==> src/rtl/mem_bus_rx.sv <==
// Memory-side endpoint of the narrow bus: reassembles serialized address/data beats into a
// request and queues it in a small FIFO presented to the data memory over ready/valid.
module mem_bus_rx #(
   parameter int unsigned ADDR_W = 32,
   parameter int unsigned DATA_W = 32,
   parameter int unsigned BUS_W  = 8,
   parameter int unsigned DEPTH  = 2
) (
   input  logic                     clock,
   input  logic                     reset,
   input  logic                     send,
   input  logic                     write_in,
   input  logic [BUS_W-1:0]         bus,
   output logic                     rx_ready,
   output logic                     done,
   output logic                     req_valid,
   output logic                     req_write,
   output logic [ADDR_W-1:0]        req_addr,
   output logic [DATA_W-1:0]        req_data,
   input  logic                     req_ready,
   output logic [$clog2(DEPTH):0]   count
);

   localparam int unsigned NA   = ADDR_W / BUS_W;
   localparam int unsigned ND   = DATA_W / BUS_W;
   localparam int unsigned MaxB = (NA > ND) ? NA : ND;
   localparam int unsigned CW   = $clog2(MaxB) + 1;
   localparam int unsigned PW   = $clog2(DEPTH);
   localparam int unsigned NW   = PW + 1;
   localparam logic [CW-1:0] LastA = CW'(NA - 1);
   localparam logic [CW-1:0] LastD = CW'(ND - 1);
   localparam logic [NW-1:0] Full  = NW'(DEPTH);

   typedef enum logic [1:0] {StIdle, StAddr, StData, StPush} state_e;

   state_e              state_q, state_d;
   logic [CW-1:0]       beat_q;
   logic                type_q;
   logic [ADDR_W-1:0]   addr_q;
   logic [DATA_W-1:0]   data_q;
   logic                rx_ready_q, done_q;
   logic                accept, push, pop;
   logic [NW-1:0]       count_q, count_d;
   logic [PW-1:0]       wr_ptr_q, rd_ptr_q;
   logic                mem_type [DEPTH];
   logic [ADDR_W-1:0]   mem_addr [DEPTH];
   logic [DATA_W-1:0]   mem_data [DEPTH];

   assign accept = send && rx_ready_q;
   assign push   = (state_q == StPush);
   assign pop    = (count_q != '0) && req_ready;

   always_comb begin
      state_d = state_q;
      unique case (state_q)
         StIdle: begin
            if (accept) begin
               if (NA == 1) state_d = write_in ? StData : StPush;
               else         state_d = StAddr;
            end
         end
         StAddr: if (accept && beat_q == LastA) state_d = type_q ? StData : StPush;
         StData: if (accept && beat_q == LastD) state_d = StPush;
         StPush: state_d = StIdle;
         default: state_d = StIdle;
      endcase
   end

   always_comb begin
      count_d = count_q;
      if (push && !pop)      count_d = count_q + 1'b1;
      else if (pop && !push) count_d = count_q - 1'b1;
   end

   // rx_ready is registered, so it is derived from next state and next occupancy.
   always_ff @(posedge clock or negedge reset) begin
      if (!reset) begin
         state_q    <= StIdle;
         beat_q     <= '0;
         type_q     <= 1'b0;
         addr_q     <= '0;
         data_q     <= '0;
         rx_ready_q <= 1'b0;
         done_q     <= 1'b0;
      end else begin
         state_q    <= state_d;
         done_q     <= (state_d == StPush);
         rx_ready_q <= (state_d == StIdle) ? (count_d < Full)
                                           : (state_d == StAddr || state_d == StData);
         unique case (state_q)
            StIdle: begin
               if (accept) begin
                  type_q             <= write_in;
                  addr_q[BUS_W-1:0]  <= bus;
                  beat_q             <= (NA == 1) ? '0 : CW'(1);
                  if (NA == 1 && !write_in) data_q <= '0;
               end
            end
            StAddr: begin
               if (accept) begin
                  addr_q[beat_q*BUS_W +: BUS_W] <= bus;
                  if (beat_q == LastA) begin
                     beat_q <= '0;
                     if (!type_q) data_q <= '0;
                  end else begin
                     beat_q <= beat_q + 1'b1;
                  end
               end
            end
            StData: begin
               if (accept) begin
                  data_q[beat_q*BUS_W +: BUS_W] <= bus;
                  beat_q <= (beat_q == LastD) ? '0 : beat_q + 1'b1;
               end
            end
            default: ;
         endcase
      end
   end

   always_ff @(posedge clock or negedge reset) begin
      if (!reset) begin
         wr_ptr_q <= '0;
         rd_ptr_q <= '0;
         count_q  <= '0;
      end else begin
         if (push) wr_ptr_q <= wr_ptr_q + 1'b1;
         if (pop)  rd_ptr_q <= rd_ptr_q + 1'b1;
         count_q <= count_d;
      end
   end

   // Storage needs no reset: the head is masked whenever the FIFO is empty.
   always_ff @(posedge clock) begin
      if (push) begin
         mem_type[wr_ptr_q] <= type_q;
         mem_addr[wr_ptr_q] <= addr_q;
         mem_data[wr_ptr_q] <= data_q;
      end
   end

   assign rx_ready  = rx_ready_q;
   assign done      = done_q;
   assign count     = count_q;
   assign req_valid = (count_q != '0);
   assign req_write = req_valid && mem_type[rd_ptr_q];
   assign req_addr  = req_valid ? mem_addr[rd_ptr_q] : '0;
   assign req_data  = req_valid ? mem_data[rd_ptr_q] : '0;

endmodule
==> config.mk <==
export PLATFORM = sky130hd
export DESIGN_NAME = mem_bus_rx
export DESIGN_NICKNAME = d
export VERILOG_FILES = /design/src/rtl/mem_bus_rx.sv
export SDC_FILE = /design/constraint.sdc
export NUM_CORES = 1
export LEC_CHECK = 0
export CORE_MARGIN = 2
export CORE_UTILIZATION = 50
export CTS_BUF_LIST = sky130_fd_sc_hd__clkbuf_16
export CTS_CLUSTER_DIAMETER = 150
export DETAILED_ROUTE_END_ITERATION = 8
export GPL_ROUTABILITY_DRIVEN = 0
export PLACE_DENSITY_LB_ADDON = 0.08
export SYNTH_ARGS = -nofsm -noshare
export SYNTH_HDL_FRONTEND = slang
export SYNTH_SLANG_ARGS = --single-unit
==> constraint.sdc <==
create_clock -name clock -period 4.4 [get_ports clock]
set_clock_uncertainty 0.1 [all_clocks]
set_input_delay 1.32 -clock clock [delete_from_list [all_inputs] [get_ports clock]]
set_output_delay 1.32 -clock clock [all_outputs]
set_load 0.01 [all_outputs]
==> metrics.cfg, run 1 <==
[layout]
post-route-util_pct = 61.2
nNetsFinal = 691
layout-drive-gt1-share_pct = 11.9
final_area_sq_um = 10100
diodes = 0
area_growth_pct = 20.6

[sta]
rsz0062_at_grt = false
fmax_mhz = 262
finalSetupViolations = 0
slew_headroom_pct = 32.9
tns_ns = 0
hold_viol = 0
drv_slew = 0
period_needed_ns = 3.82
post-route-period-util_pct = 86.8
worstMarginPinSlew_ns = 1.01
finalWorstSetupSlack_ns = 0.580

[logic_synthesis]
synth_edf_count = 130
ys_warn_count = 0
yosysUniqueCellTypes = 44
synth.avg_cell_area_sq_um = 14.5
synth_top_area_share_pct = 46.7
syn_inst = 576
ys_dominant_reg_cell = edfxtp_1
synthTopCellsByArea = edfxtp_1 (47%), dfrtp_1 (23%), mux2i_1 (7.9%)
synth-seq-area-share_pct = 69.5
postSynth.asyncResetShare_pct = 36.9
syn_area_sq_um = 8360
synth_nets = 602
synth_seq_cells = 206
synth_top_area_cell = edfxtp_1

[global_routing]
grt_usage_pct = 19.2
grt-ovfl-total = 0
antenna_found_initial = 0
first_global_vias = 4870
grt_max_degree = 77
grt_pass1_wl_microns = 26400

[floorplanning]
die_area_sq_um = 17800
core-area_sq_um = 16500
die_h_microns = 133
die_w_microns = 133
io_pins = 83
row_count = 47
initial_core_util_pct = 50.8

[setup_path]
critPathLaunchType = register
timing.rr.start = beat_q[0]
worst-path-buf-inv = 2
critPathSlowestCell = dfrtp_4
crit_path_cell_trace = buf_12 > mux2i_1 > nor2_1 > clkdlybuf4s50_1
cp_max_fo = 26
crit_path_max_incr_delay_ns = 0.76
cp_top_family = buffers and inverters
reg2reg_to = addr_q[2]
r2r_setup_slack_ns = 1.15
critPathLaunch = rd_ptr_q
worstPathArrival_ns = 2.40
endpoint = req_data[9]
cp.depth = 4
ff2ff_path_depth = 7
path_class = register to output port
cp_data_required_time_ns = 2.98
endpoint_kind = output port

[power_and_ir_drop]
powerDensity_nw_per_um2 = 659
p_leak_nw = 4.07
irDropWorstVdd_uv = 572
finalPower_mw = 6.65

[placement]
place_area_sq_um = 9460
hpwl_microns = 10600
io_buffer_count = 82
dp_slack_ns = 1.07

[clock_network]
cts-root-buf = clkbuf_16
clkSlewWorstSetupHoldPaths_ns = 0.06
cts_tree = done
cts_htree_levels = 1
cts_sinks = 206
cts_made_buffers = 21
clk_path_buf_depth = 3
ctsHoldBuffers = 0
clock_latency_ns = 0.49
cts-resized-gates = 0
cts_setup_buffers = 0

[min_path]
hp-class = register to register

[routing]
routedWlPerCell_microns = 18.3
drt_first_iter_violations = 303
ant_nets = 0
drtPass1Iterations = 4
drc = 0
vias_per_cell = 5.24
vias = 4715
wl_microns = 16500

[outcome]
status = finished, final reports clean

[flow_run]
cap_violations = 0

power by group:
group	total (mW)	internal (mW)	switching, mW	leakage, nW
logic	2.33	1.18	1.15	1.56
clock network	1.61	0.923	0.685	0.342
registers	2.71	2.44	0.270	2.17
cell usage in the layout, fill, tap and decap left out, types with 18 or more instances in the layout:
cell type | Yosys | final
nor2_1 | 86 | 85
clkdlybuf4s50_1 | 0 | 81
clkbuf_16 | 0 | 21
edfxtp_1 | 130 | 130
nand3_1 | 21 | 21
inv_1 | 28 | 37
o21ai_0 | 18 | 18
dfrtp_1 | 76 | 75
mux2i_1 | 66 | 66
mux2_2 | 33 | 33
through the flow:
| step | std cells | hold slack, ns |
|---|---|---|
| floorplan | 576 | 0.337 |
| global placement | 862 | 0.345 |
| detailed placement | 862 | 0.358 |
| CTS | 900 | 0.372 |
| global route | 900 | 0.377 |
| finish | 900 | 0.370 |
logic make-up (layout without fill, tap and decap cells):
logic type,count (synthesis),in the layout,share of synthesized area (%)
flops,206,206,69.5
simple gates,153,153,8.64
mux,107,107,13.4
buf+inv,50,154,2.49
compound gates,45,45,3.82
fa+ha+maj,13,13,1.95
xor+xnor,2,2,0.210
state kept, by name, summed over array words and instances (netlist names):
register,cells
state_q,2
data_q,32
wr_ptr_q,1
rx_ready,1
mem_addr,64
type_q,1
done,1
beat_q,3
mem_type,2
mem_data,64
rd_ptr_q,1
addr_q,32
count,2
cells in the mapped netlist, drive strengths merged, types with 5 or more instances:
master  count
a21oi       7
a22o        8
and2       10
buf        11
clkbuf     11
dfrtp      76
edfxtp    130
ha         13
inv        28
mux2       41
mux2i      66
nand2      12
nand3      22
nor2       86
nor2b       5
o21ai      21
worst min path at each step:
stage / from / endpoint / slack (ns) / cells after the start
floorplan: addr_q[10] / mem_addr[0][10] / 0.34 / 0
global placement: addr_q[13] / mem_addr[1][13] / 0.35 / 0
detailed placement: addr_q[14] / mem_addr[0][14] / 0.36 / 0
CTS: data_q[22] / mem_data[0][22] / 0.37 / 0
global route: data_q[22] / mem_data[0][22] / 0.38 / 0
finish: addr_q[11] / mem_addr[0][11] / 0.37 / 0
cell type report:
class                   instances  area (sq um)
fillers                      1271          6380
flip-flops and latches        206          5810
multi-input cells             320          2350
repair buffers                 88           913
clock buffers                  21           526
well taps                     220           275
inverters                      28           105
clock inverters                17          98.8
per-layer routing:
layer | track usage, % | vias up | part of all wire (%)
li1 | - | 2244 | -
met1 | 26.7 | 2339 | 45
met2 | 31.9 | 105 | 48
met3 | 2.51 | 27 | 4.0
met4 | 6.09 | 0 | 2.2
met5 | 0 | - | 0
No activity file was read; power rests on OpenSTA's default activity.
==> inputs of run 2 (changes only) <==
- ABC_AREA: not set -> 1
==> metrics.cfg, run 2 <==
[layout]
reg_top3 = mem_addr x64, mem_data x64
layout-drive-gt1-share_pct = 6.16
area_growth_pct = 20.0
nNetsFinal = 856
final_cell_mix = nor2_1 (157), edfxtp_1 (130), nand2_1 (129)
diodes = 0
final_common_cell = nor2_1
fillers = 1384

[power_and_ir_drop]
p_switching_mw = 2.57
p_seq_share_pct = 39.2
powerDensity_nw_per_um2 = 731
irDropWorstVdd_uv = 405
pwr-share-clk_pct = 22.3
sw_frac_of_total_pct = 35.5
pwr-share-comb_pct = 38.5
p_leak_nw = 3.97
internal_power_mw = 4.68

[logic_synthesis]
postSynth.asyncResetShare_pct = 36.9
synthSimpleGateAreaFrac_pct = 16.4
yosysUniqueCellTypes = 27
synth-seq-area-share_pct = 70.2
synth_common_cells = nor2_1 (158), edfxtp_1 (130), nand2_1 (129), o21ai_0 (83), dfrtp_1 (76)
syn_inst = 749
synthTopCellsByArea = edfxtp_1 (47%), dfrtp_1 (23%), nor2_1 (7.2%)
ys_warn_count = 0
synth_compound_area_share_pct = 8.03
syn_area_sq_um = 8270
synth_most_common_cell = nor2_1
synth_seq_cells = 206
synth_top_family_by_area = simple AND/OR/NAND/NOR gates
synth-xor-area-share_pct = 0.212
muxShareOfSynthArea_pct = 0
synth.avg_cell_area_sq_um = 11.0
synth_fa_ha_area_share_pct = 1.97
synth_top_area_share_pct = 47.2
synth_edf_count = 130
synth_top_area_cell = edfxtp_1
ys_dominant_reg_cell = edfxtp_1
synth_nets = 775

[sta]
period_needed_ns = 3.87
hold_viol = 0
fmax_mhz = 258
finalWorstSetupSlack_ns = 0.526
worstMarginPinSlew_ns = 0.976
finalSetupViolations = 0
drv_slew = 0
hold_ws_ns = 0.373
post-route-period-util_pct = 88.0
slew_headroom_pct = 35.0
rsz0062_at_grt = false
tns_ns = 0

[routing]
routedWlPerCell_microns = 17.1
drc = 0
drt_first_iter_violations = 456
ant_nets = 0
drtPass1Iterations = 5
vias_per_cell = 5.23
wl_microns = 18200
vias = 5564

[setup_path]
r2r_setup_slack_ns = 1.50
cp_data_required_time_ns = 2.98
worstPathArrival_ns = 2.45
timing.rr.start = beat_q[0]
reg2reg_to = addr_q[21]
endpoint_kind = output port
ff2ff_path_depth = 9
cp_max_fo = 42
path_class = register to output port
critPathLaunchType = register

[floorplanning]
row_count = 47
core-area_sq_um = 16300
die_h_microns = 133
die_w_microns = 133
initial_core_util_pct = 50.6
io_pins = 83
die_area_sq_um = 17600

[clock_network]
cts_made_buffers = 21
cts_htree_levels = 1
clkSlewWorstSetupHoldPaths_ns = 0.06
cts_tree = done
cts_setup_buffers = 0
cts-resized-gates = 0
clk_path_buf_depth = 3
cts-root-buf = clkbuf_16
ctsHoldBuffers = 0
cts_sinks = 206
clock_latency_ns = 0.48

[flow_run]
cap_violations = 0

[global_routing]
grt_max_degree = 77
antenna_found_initial = 0
grt-ovfl-total = 0
grt_usage_pct = 21.3
grt_pass1_wl_microns = 29600
first_global_vias = 5630

[min_path]
min-delay-start = addr_q[17]
holdPathStages = 0
min_to = mem_addr[1][17]
hp-class = register to register

[outcome]
status = finished, final reports clean

[placement]
dp_slack_ns = 1.01
io_buffer_count = 82
hpwl_microns = 11600

## run 2: cell types whose count changed in the layout (fill, tap and decap cells not counted), moves of 5 or more
cell	change
nand3_1	+17
mux2_2	-33
inv_2	+6
o31ai_1	+5
and2_1	-9
mux2i_1	-66
nor2_1	+72
o21ai_1	+24
nor2b_1	-5
nand2_1	+117
mux2_1	-8
o21ai_0	+65
a22o_1	-8
a21oi_1	+7
## run 2: cell type report
type | instances | area (sq um) | area share (%)
clock buffers | 21 | 526 | 5.29
clock inverters | 16 | 95.1 | 0.958
inverters | 34 | 128 | 1.29
repair buffers | 88 | 888 | 8.95
well taps | 220 | 275 | 2.77
flip-flops and latches | 206 | 5810 | 58.5
multi-input cells | 479 | 2210 | 22.2
## run 2: critical path, stage by stage (launching register included)
cell and delay, ns:
dfrtp_1 0.38, inv_1 0.07, ha_1 0.20, inv_1 0.07, buf_4 0.35, o21ai_0 0.15
nor2_1 0.16, clkdlybuf4s50_1 0.56
## run 2: cells by family (layout without fill, tap and decap cells)
group                      after synthesis  count (layout)
AOI/OAI and AO/OA                      127             127
xor gates and xnor gates                 2               2
adders and majority gates               13              13
buffers and inverters                   64             159
DFF                                    206             206
and+or+nand+nor                        337             337
## run 2: worst max path at each step
stage	from	to	slack, ns
2_1_floorplan	state_q[1]	mem_addr[0][0]	0.41
3_3_place_gp	count[0]	req_addr[17]	1.07
3_5_place_dp	count[0]	req_addr[17]	1.01
4_1_cts	count[0]	req_addr[17]	0.47
5_1_grt	count[0]	req_addr[30]	0.34
6_report	count[0]	req_addr[25]	0.53
## run 2: stage by stage
| step | instances | utilization (%) | power, mW | area (sq um) |
|---|---|---|---|---|
| floorplan | 749 | - | 4.38 | 8270 |
| global placement | 1027 | 56.9 | 5.61 | 9310 |
| detailed placement | 1027 | 56.9 | 5.69 | 9310 |
| CTS | 1064 | 60.7 | 7.32 | 9930 |
| global route | 1064 | 60.7 | 7.73 | 9930 |
| finish | 1064 | 60.7 | 7.25 | 9930 |
## run 2: metal layers
layer	vias up	global-route usage (%)	part of all wire, %
li1	2699	-	-
met1	2699	28.8	45
met2	130	35.2	48
met3	36	3.79	4.7
met4	0	7.05	2.6
met5	-	0	0
## run 2: power by group through the flow
stage	combinational, mW	clock, mW	sequential (mW)
after floorplan	1.58	0	2.80
after global placement	2.76	0	2.86
after detailed placement	2.81	0	2.88
after CTS	2.83	1.65	2.85
after global routing	3.12	1.72	2.89
final	2.80	1.62	2.84
==> inputs of run 3 (changes only) <==
- CORE_UTILIZATION: 50 -> 48
- clock period: 4.4 -> 3.6 ns (I/O delays scaled with it)
==> metrics.cfg, run 3 (same netlist as run 2, synthesis figures left out) <==
[outcome]
status = finished, final reports clean

[floorplanning]
die_area_sq_um = 18300
die_w_microns = 135
initial_core_util_pct = 49.5
core-area_sq_um = 16700
io_pins = 83
row_count = 47
die_h_microns = 135

[clock_network]
cts_setup_buffers = 0
clkSlewWorstSetupHoldPaths_ns = 0.06
cts_htree_levels = 1
clk_path_buf_depth = 3
cts-root-buf = clkbuf_16
clock_latency_ns = 0.50
ctsHoldBuffers = 0
cts_tree = done
cts_made_buffers = 22
cts_sinks = 206

[setup_path]
cp_top_family = buffers and inverters
cp_data_required_time_ns = 2.42
endpoint_kind = output port
cp_max_fo = 17
worstPathArrival_ns = 2.28
crit_path_cell_trace = inv_1 > ha_1 > inv_4 > clkbuf_16 > o21ai_0 > nor2_1 > clkdlybuf4s50_1
critPathLaunchType = register
path_class = register to output port
critPathSlowestCell = clkdlybuf4s50_1
worst-path-buf-inv = 4
crit_path_max_incr_delay_ns = 0.55

[sta]
slew_headroom_pct = 35.0
hold_viol = 0
tns_ns = 0
worstMarginPinSlew_ns = 0.974
hold_ws_ns = 0.373
period_needed_ns = 3.46
finalSetupViolations = 0
post-route-period-util_pct = 96.1
drv_slew = 0
rsz0062_at_grt = false
fmax_mhz = 289

[global_routing]
first_global_vias = 5624
grt_max_degree = 77
grt-ovfl-total = 0
grt_usage_pct = 20.8
grt_pass1_wl_microns = 29600
antenna_found_initial = 1

[routing]
drtPass1Iterations = 5
drc = 0
drt_first_iter_violations = 479
ant_nets = 0
routedWlPerCell_microns = 18.0
wl_microns = 19400
vias = 5642
vias_per_cell = 5.25

[placement]
hpwl_microns = 11900
io_buffer_count = 82
placed_cells = 1031

[layout]
area_growth_pct = 21.8
stdcell_count = 1074
layout-drive-gt1-share_pct = 7.26
diodes = 0
final_common_cell = nor2_1
post-route-util_pct = 60.3
nNetsFinal = 864
final_cell_mix = nor2_1 (157), edfxtp_1 (130), nand2_1 (129)
reg_top3 = mem_addr x64, mem_data x64

[power_and_ir_drop]
irDropWorstVdd_uv = 537
powerDensity_nw_per_um2 = 910
p_leak_nw = 4.06

[flow_run]
cap_violations = 0

[min_path]
hp-class = register to register

run 3: metal layers:
metal | global-route usage (%) | vias up | part of all wire (%)
met3 | 2.92 | 29 | 4.8
met1 | 28.5 | 2746 | 44
met2 | 35.2 | 149 | 49
met4 | 5.73 | 0 | 1.8
li1 | - | 2718 | -
met5 | 0 | - | 0
run 3: layout make-up:
cell class	instances	area (sq um)
clock inverters	17	97.6
multi-input cells	479	2210
inverters	34	130
fillers	1377	6630
well taps	220	275
flip-flops and latches	206	5810
clock buffers	23	576
repair buffers	95	980
run 3: stage by stage:
stage | setup slack [ns] | area, sq um | power [mW]
2_1_floorplan | 0.702 | 8270 | 5.35
5_1_grt | 0.00860 | 10100 | 9.75
3_5_place_dp | 0.596 | 9340 | 6.99
6_report | 0.141 | 10100 | 9.16
4_1_cts | 0.0665 | 10000 | 9.10
3_3_place_gp | 0.635 | 9340 | 6.89
run 3: final timing paths:
kind                       slack (ns)  startpoint        endpoint  depth (start not counted)
hold reg to reg                  0.37   addr_q[1]  mem_addr[1][1]                          0
setup / recovery                 0.14    count[0]    req_data[26]                          7
setup reg to reg                 0.93   beat_q[0]      addr_q[28]                          7
min in group asynchronous        0.62       reset      data_q[28]                          1
max in group asynchronous        2.12       reset      data_q[12]                          1
hold / removal                   0.37   addr_q[1]  mem_addr[1][1]                          0
run 3: repair_timing:
action / 4_1_cts / 5_1_grt
endpoints found under the hold margin: 0 / 0
gates resized for setup: 0 / 2
endpoints found under the setup margin: 0 / 31
run 3: where the power goes:
group / total (mW) / leakage (nW) / internal, mW / switching, mW
combinational: 3.60 / 1.48 / 1.50 / 2.10
sequential: 3.49 / 2.22 / 3.18 / 0.302
clock: 2.08 / 0.362 / 1.22 / 0.857
total: 9.16 / 4.06 / 5.90 / 3.26
==> edit 1: new RTL, flow settings as in run 2 <==
Set the parameter `DATA_W` to 64 (it was 32).
--- a/src/rtl/mem_bus_rx.sv
+++ b/src/rtl/mem_bus_rx.sv
@@ -3,5 +3,5 @@
 module mem_bus_rx #(
    parameter int unsigned ADDR_W = 32,
-   parameter int unsigned DATA_W = 32,
+   parameter int unsigned DATA_W = 64,
    parameter int unsigned BUS_W  = 8,
    parameter int unsigned DEPTH  = 2
Ports: changed (resized req_data); port bits go from 83 to 115. The function was not compared with the original's and may differ.
==> edit 1 against run 2 <==
Synthesized area is 49% higher. Final cell count rose by 49%. Power rose by 37%. Design area increased by 48%. Wire length up 51%. Sequential power grew 32%. Sequential cell count up 97. Global-route usage increased by 0.20 points. Worst setup slack lost 0.22 ns. Hold slack worse by 0.0030 ns. Critical path type unchanged. Critical endpoint is now req_addr[28].
==> edit 1: results (changes against run 2) <==
worst_setup_path:
  reg2reg_slack_ns: 1.22  # -0.28 ns
  timing.rr.end: "data_q[0]$_DFFE_PN0P_"
  crit_arrival_ns: 2.67  # +0.22 ns
  cp-endpoint: "req_addr[28]"
  worst_r2r_path_depth: 12  # +3
  crit_path_start: "rd_ptr_q$_DFFE_PN0P_"
status:
  status: "completed"
logic_synthesis:
  synth_cell_types: 36  # +33%
  synthTopCellsByCount: "249 x nand2_1, 223 x nor2_1, 194 x edfxtp_1"
  synth.area.top_cells: "edfxtp_1 47%, dfrtp_1 22%, nand2_1 7.6%"
  syn_nets: 1155  # +49%
  synth-compound-area-share_pct: 6.96  # -1.1 points
  synthMuxAreaShare_pct: 0.0915  # +0.092 points
  synth-edff-count: 194  # +49%
  synthAdderAreaFrac_pct: 1.42  # -0.54 points
  synth_xor_area_share_pct: 0.275  # +0.063 points
  syn_avg_cell_area_um2: 10.9  # -1.2%
  async_reset_ff_share_pct: 36.0  # -0.92 points
worst_hold_path:
  worst_hold_startpoint: "addr_q[25]$_DFFE_PN0P_"
  hold_end: "mem_addr[0][25]$_DFFE_PP_"
grt:
  grt_max_degree: 100  # +30%
  first_global_vias: 7866  # +40%
  grt_pass1_wl_um: 43600  # +47%
  grt_usage_pct: 21.5  # +0.20 points
drt:
  dr_wl_met2_um: 13300  # +52%
  dr.first_iter.drc_count: 686  # +50%
  drt-met1-wl_um: 12300  # +52%
  route.met3.wl_um: 1300  # +51%
  wirelength_um: 27500  # +51%
cts:
  clkTransAtPathRegs_ns: 0.06  # about the same
  cts_buffers: 30  # +43%
  clk_latency_ns: 0.55  # +0.07 ns
  clockRootBuffer: "clkbuf_16"
  ctsResizeCount: 0  # unchanged
power:
  switchingPower_mw: 3.63  # +41%
  ir_drop_uv: 375  # -7.4%
placement:
  placed_cell_area_um2: 13800  # +48%
  portBuffers: 114  # +39%
  hpwl_um: 17500  # +51%
  dp.cells: 1531  # +49%
cells_and_area:
  fin_cells: 1587  # +49%
  drive_gt1_share_pct: 7.21  # +1.0 points
  nNetsFinal: 1266  # +48%
  top_regs: "mem_data x128, data_q x64, mem_addr x64"
  fillers: 2042  # +48%
sta:
  holdWs_ns: 0.370  # -0.00302 ns
  tightest_slew_ns: 0.784  # -0.191 ns
edit 1: changes by cell type after synthesis, moves of 13 or more:
cell	change
nand2_1	+120
nor2_1	+65
edfxtp_1	+64
dfrtp_1	+33
o21ai_0	+30
o21ai_1	-18
inv_1	+15
clkbuf_1	+13
edit 1: metrics by stage:
| step | setup slack [ns] | util (%) |
|---|---|---|
| after floorplan | 0.650 | - |
| after global placement | 0.913 | 56.9 |
| after global routing | 0.161 | 60.5 |
| after CTS | 0.288 | 60.5 |
| after detailed placement | 0.887 | 56.9 |
| final | 0.307 | 60.5 |
edit 1: power by group through the flow:
stage / combinational, mW / clock [mW] / sequential, mW
after global routing: 4.37 / 2.42 / 3.79
after detailed placement: 3.98 / 0 / 3.80
after CTS: 4.00 / 2.30 / 3.75
final: 3.96 / 2.25 / 3.75
after global placement: 3.98 / 0 / 3.79
after floorplan: 2.24 / 0 / 3.70
edit 1: routing by layer:
layer / vias to the layer above / GRT usage, %
met3: 44 / 2.79
li1: 4022 / -
met5: - / 0
met1: 4000 / 30.8
met4: 0 / 5.36
met2: 199 / 35.3
edit 1: kinds of logic after synthesis:
logic type                 after synthesis
muxes                                    1
AOI/OAI and AO/OA                      152
buffers and inverters                   96
and+or+nand+nor                        559
adders and majority gates               14
xor gates and xnor gates                 3
DFF                                    303
edit 1: area by class of cell:
type	instances	area [um2]	area share, %
Multi-Input combinational cell	729	3370	23.0
Sequential cell	303	8550	58.3
Timing Repair Buffer	124	1280	8.70
Inverter	51	195	1.33
Clock inverter	26	118	0.802
Clock buffer	30	751	5.12
Tap cell	324	405	2.76
==> edit 2: new RTL, config.mk and constraints of run 2 <==
Without the edit above. Reset style: synchronous (`reset`), changed in 2 clocked blocks.
--- a/src/rtl/mem_bus_rx.sv
+++ b/src/rtl/mem_bus_rx.sv
@@ -74,5 +74,5 @@
 
    // rx_ready is registered, so it is derived from next state and next occupancy.
-   always_ff @(posedge clock or negedge reset) begin
+   always_ff @(posedge clock) begin
       if (!reset) begin
          state_q    <= StIdle;
@@ -119,5 +119,5 @@
    end
 
-   always_ff @(posedge clock or negedge reset) begin
+   always_ff @(posedge clock) begin
       if (!reset) begin
          wr_ptr_q <= '0;
Behaviour: differs if reset is asserted again (counterexample within 4 cycles, from zero or initial values and one cycle with reset low); with reset held inactive, the same outputs for 10 cycles.
==> edit 2 against run 2 <==
Worst setup slack improved by 0.0095 ns. Via count rose by 5.2%. Synthesized area fell by 1.3%. Design area fell by 0.97%. Sequential cell count rose by 1. Wire length rose by 0.89%. Count of clock-buffer cells in the layout did not move. Critical path type unchanged. Critical endpoint is now req_data[28]. Highest routed layer unchanged.
Power is not compared: it rests on default switching activity, and its combinational part moved more than twofold at a synthesized area within 25%.
==> edit 2: results (changes against run 2) <==
drt:
  dr.first_iter.drc_count: 445  # -2.4%
  wirelength_um: 18300  # +0.89%
  vias: 5854  # +5.2%
  vias_per_cell: 5.35  # +2.3%
placement:
  pre_cts_ws_ns: 1.05  # +0.0361 ns
  hpwl_um: 11500  # -0.72%
  dp.cells: 1057  # +2.9%
cells_and_area:
  inv_count: 29  # -15%
  multi_input_cells: 516  # +7.7%
  multi_input_area_share_pct: 24.8  # +2.6 points
  fillers: 1293  # -6.6%
  nNetsFinal: 890  # +4.0%
  finish.utilization_pct: 61.7  # +0.94 points
  final-nonclk-buf-share_pct: 9.14  # +0.19 points
  seq_area_um2: 5450  # -6.2%
  n_all_buffers: 89  # +1.1%
  clk_share_pct: 6.77  # +0.52 points
logic_synthesis:
  syn_nets: 816  # +5.3%
  synth_cell_types: 29  # +7.4%
  synth.area.top_cells: "edfxtp_1 48%, dfxtp_1 19%, nor2_1 9.1%"
  ys_seq_elements: 207  # +0.49%
  syn_avg_cell_area_um2: 10.3  # -6.5%
  synth-compound-area-share_pct: 10.7  # +2.7 points
grt:
  grt_max_degree: 66  # -14%
  use_met2_pct: 35.7  # +0.51 points
  use_met3_pct: 2.81  # -0.99 points
  grt_pass1_wl_um: 29600  # +0.12%
worst_setup_path:
  cp_max_fo: 40  # -4.8%
  cp-endpoint: "req_data[28]"
  worst_r2r_path_depth: 10  # +1
  reg2reg_slack_ns: 1.67  # +0.17 ns
  timing.rr.start: "beat_q[0]$_SDFFE_PN0P_"
sta:
  worst_slack_ns: 0.536  # +0.00954 ns
  tightest_slew_ns: 1.01  # +0.0342 ns
  holdWs_ns: 0.351  # -0.0226 ns
worst_hold_path:
  worst_hold_startpoint: "addr_q[18]$_SDFFE_PN0P_"
  hold_end: "mem_addr[0][18]$_DFFE_PP_"
status:
  status: "completed"
edit 2: cell count changes in the layout (fill, tap and decap cells not counted), sizes merged, moves of 17 or more:
cell   change
dfxtp     +77
nor2      +38
nand2     -48
a21oi     +42
dfrtp     -76
nand3     -17
edit 2: metal layers:
layer  share of wire [%]  wire length (um)  vias up
li1                    -                 -     2853
met1                  44              8130     2781
met2                  48              8830      184
met3                 5.3               972       36
met4                 2.2               400        0
met5                   0                 0        -
edit 2: worst max-delay path: cells and delay by family (launching register included):
kind | cells | cell delay (ns)
fa+ha+maj | 1 | 0.19
flops | 1 | 0.39
simple gates | 1 | 0.17
compound gates | 1 | 0.18
buf+inv | 4 | 1.01
edit 2: where the power goes:
part | total, mW | internal [mW] | switching (mW) | leakage, nW
Combinational | 1.06 | 0.365 | 0.696 | 1.32
Clock | 1.72 | 1.04 | 0.684 | 0.341
Sequential | 2.30 | 2.20 | 0.0943 | 1.68
Total | 5.08 | 3.61 | 1.47 | 3.34
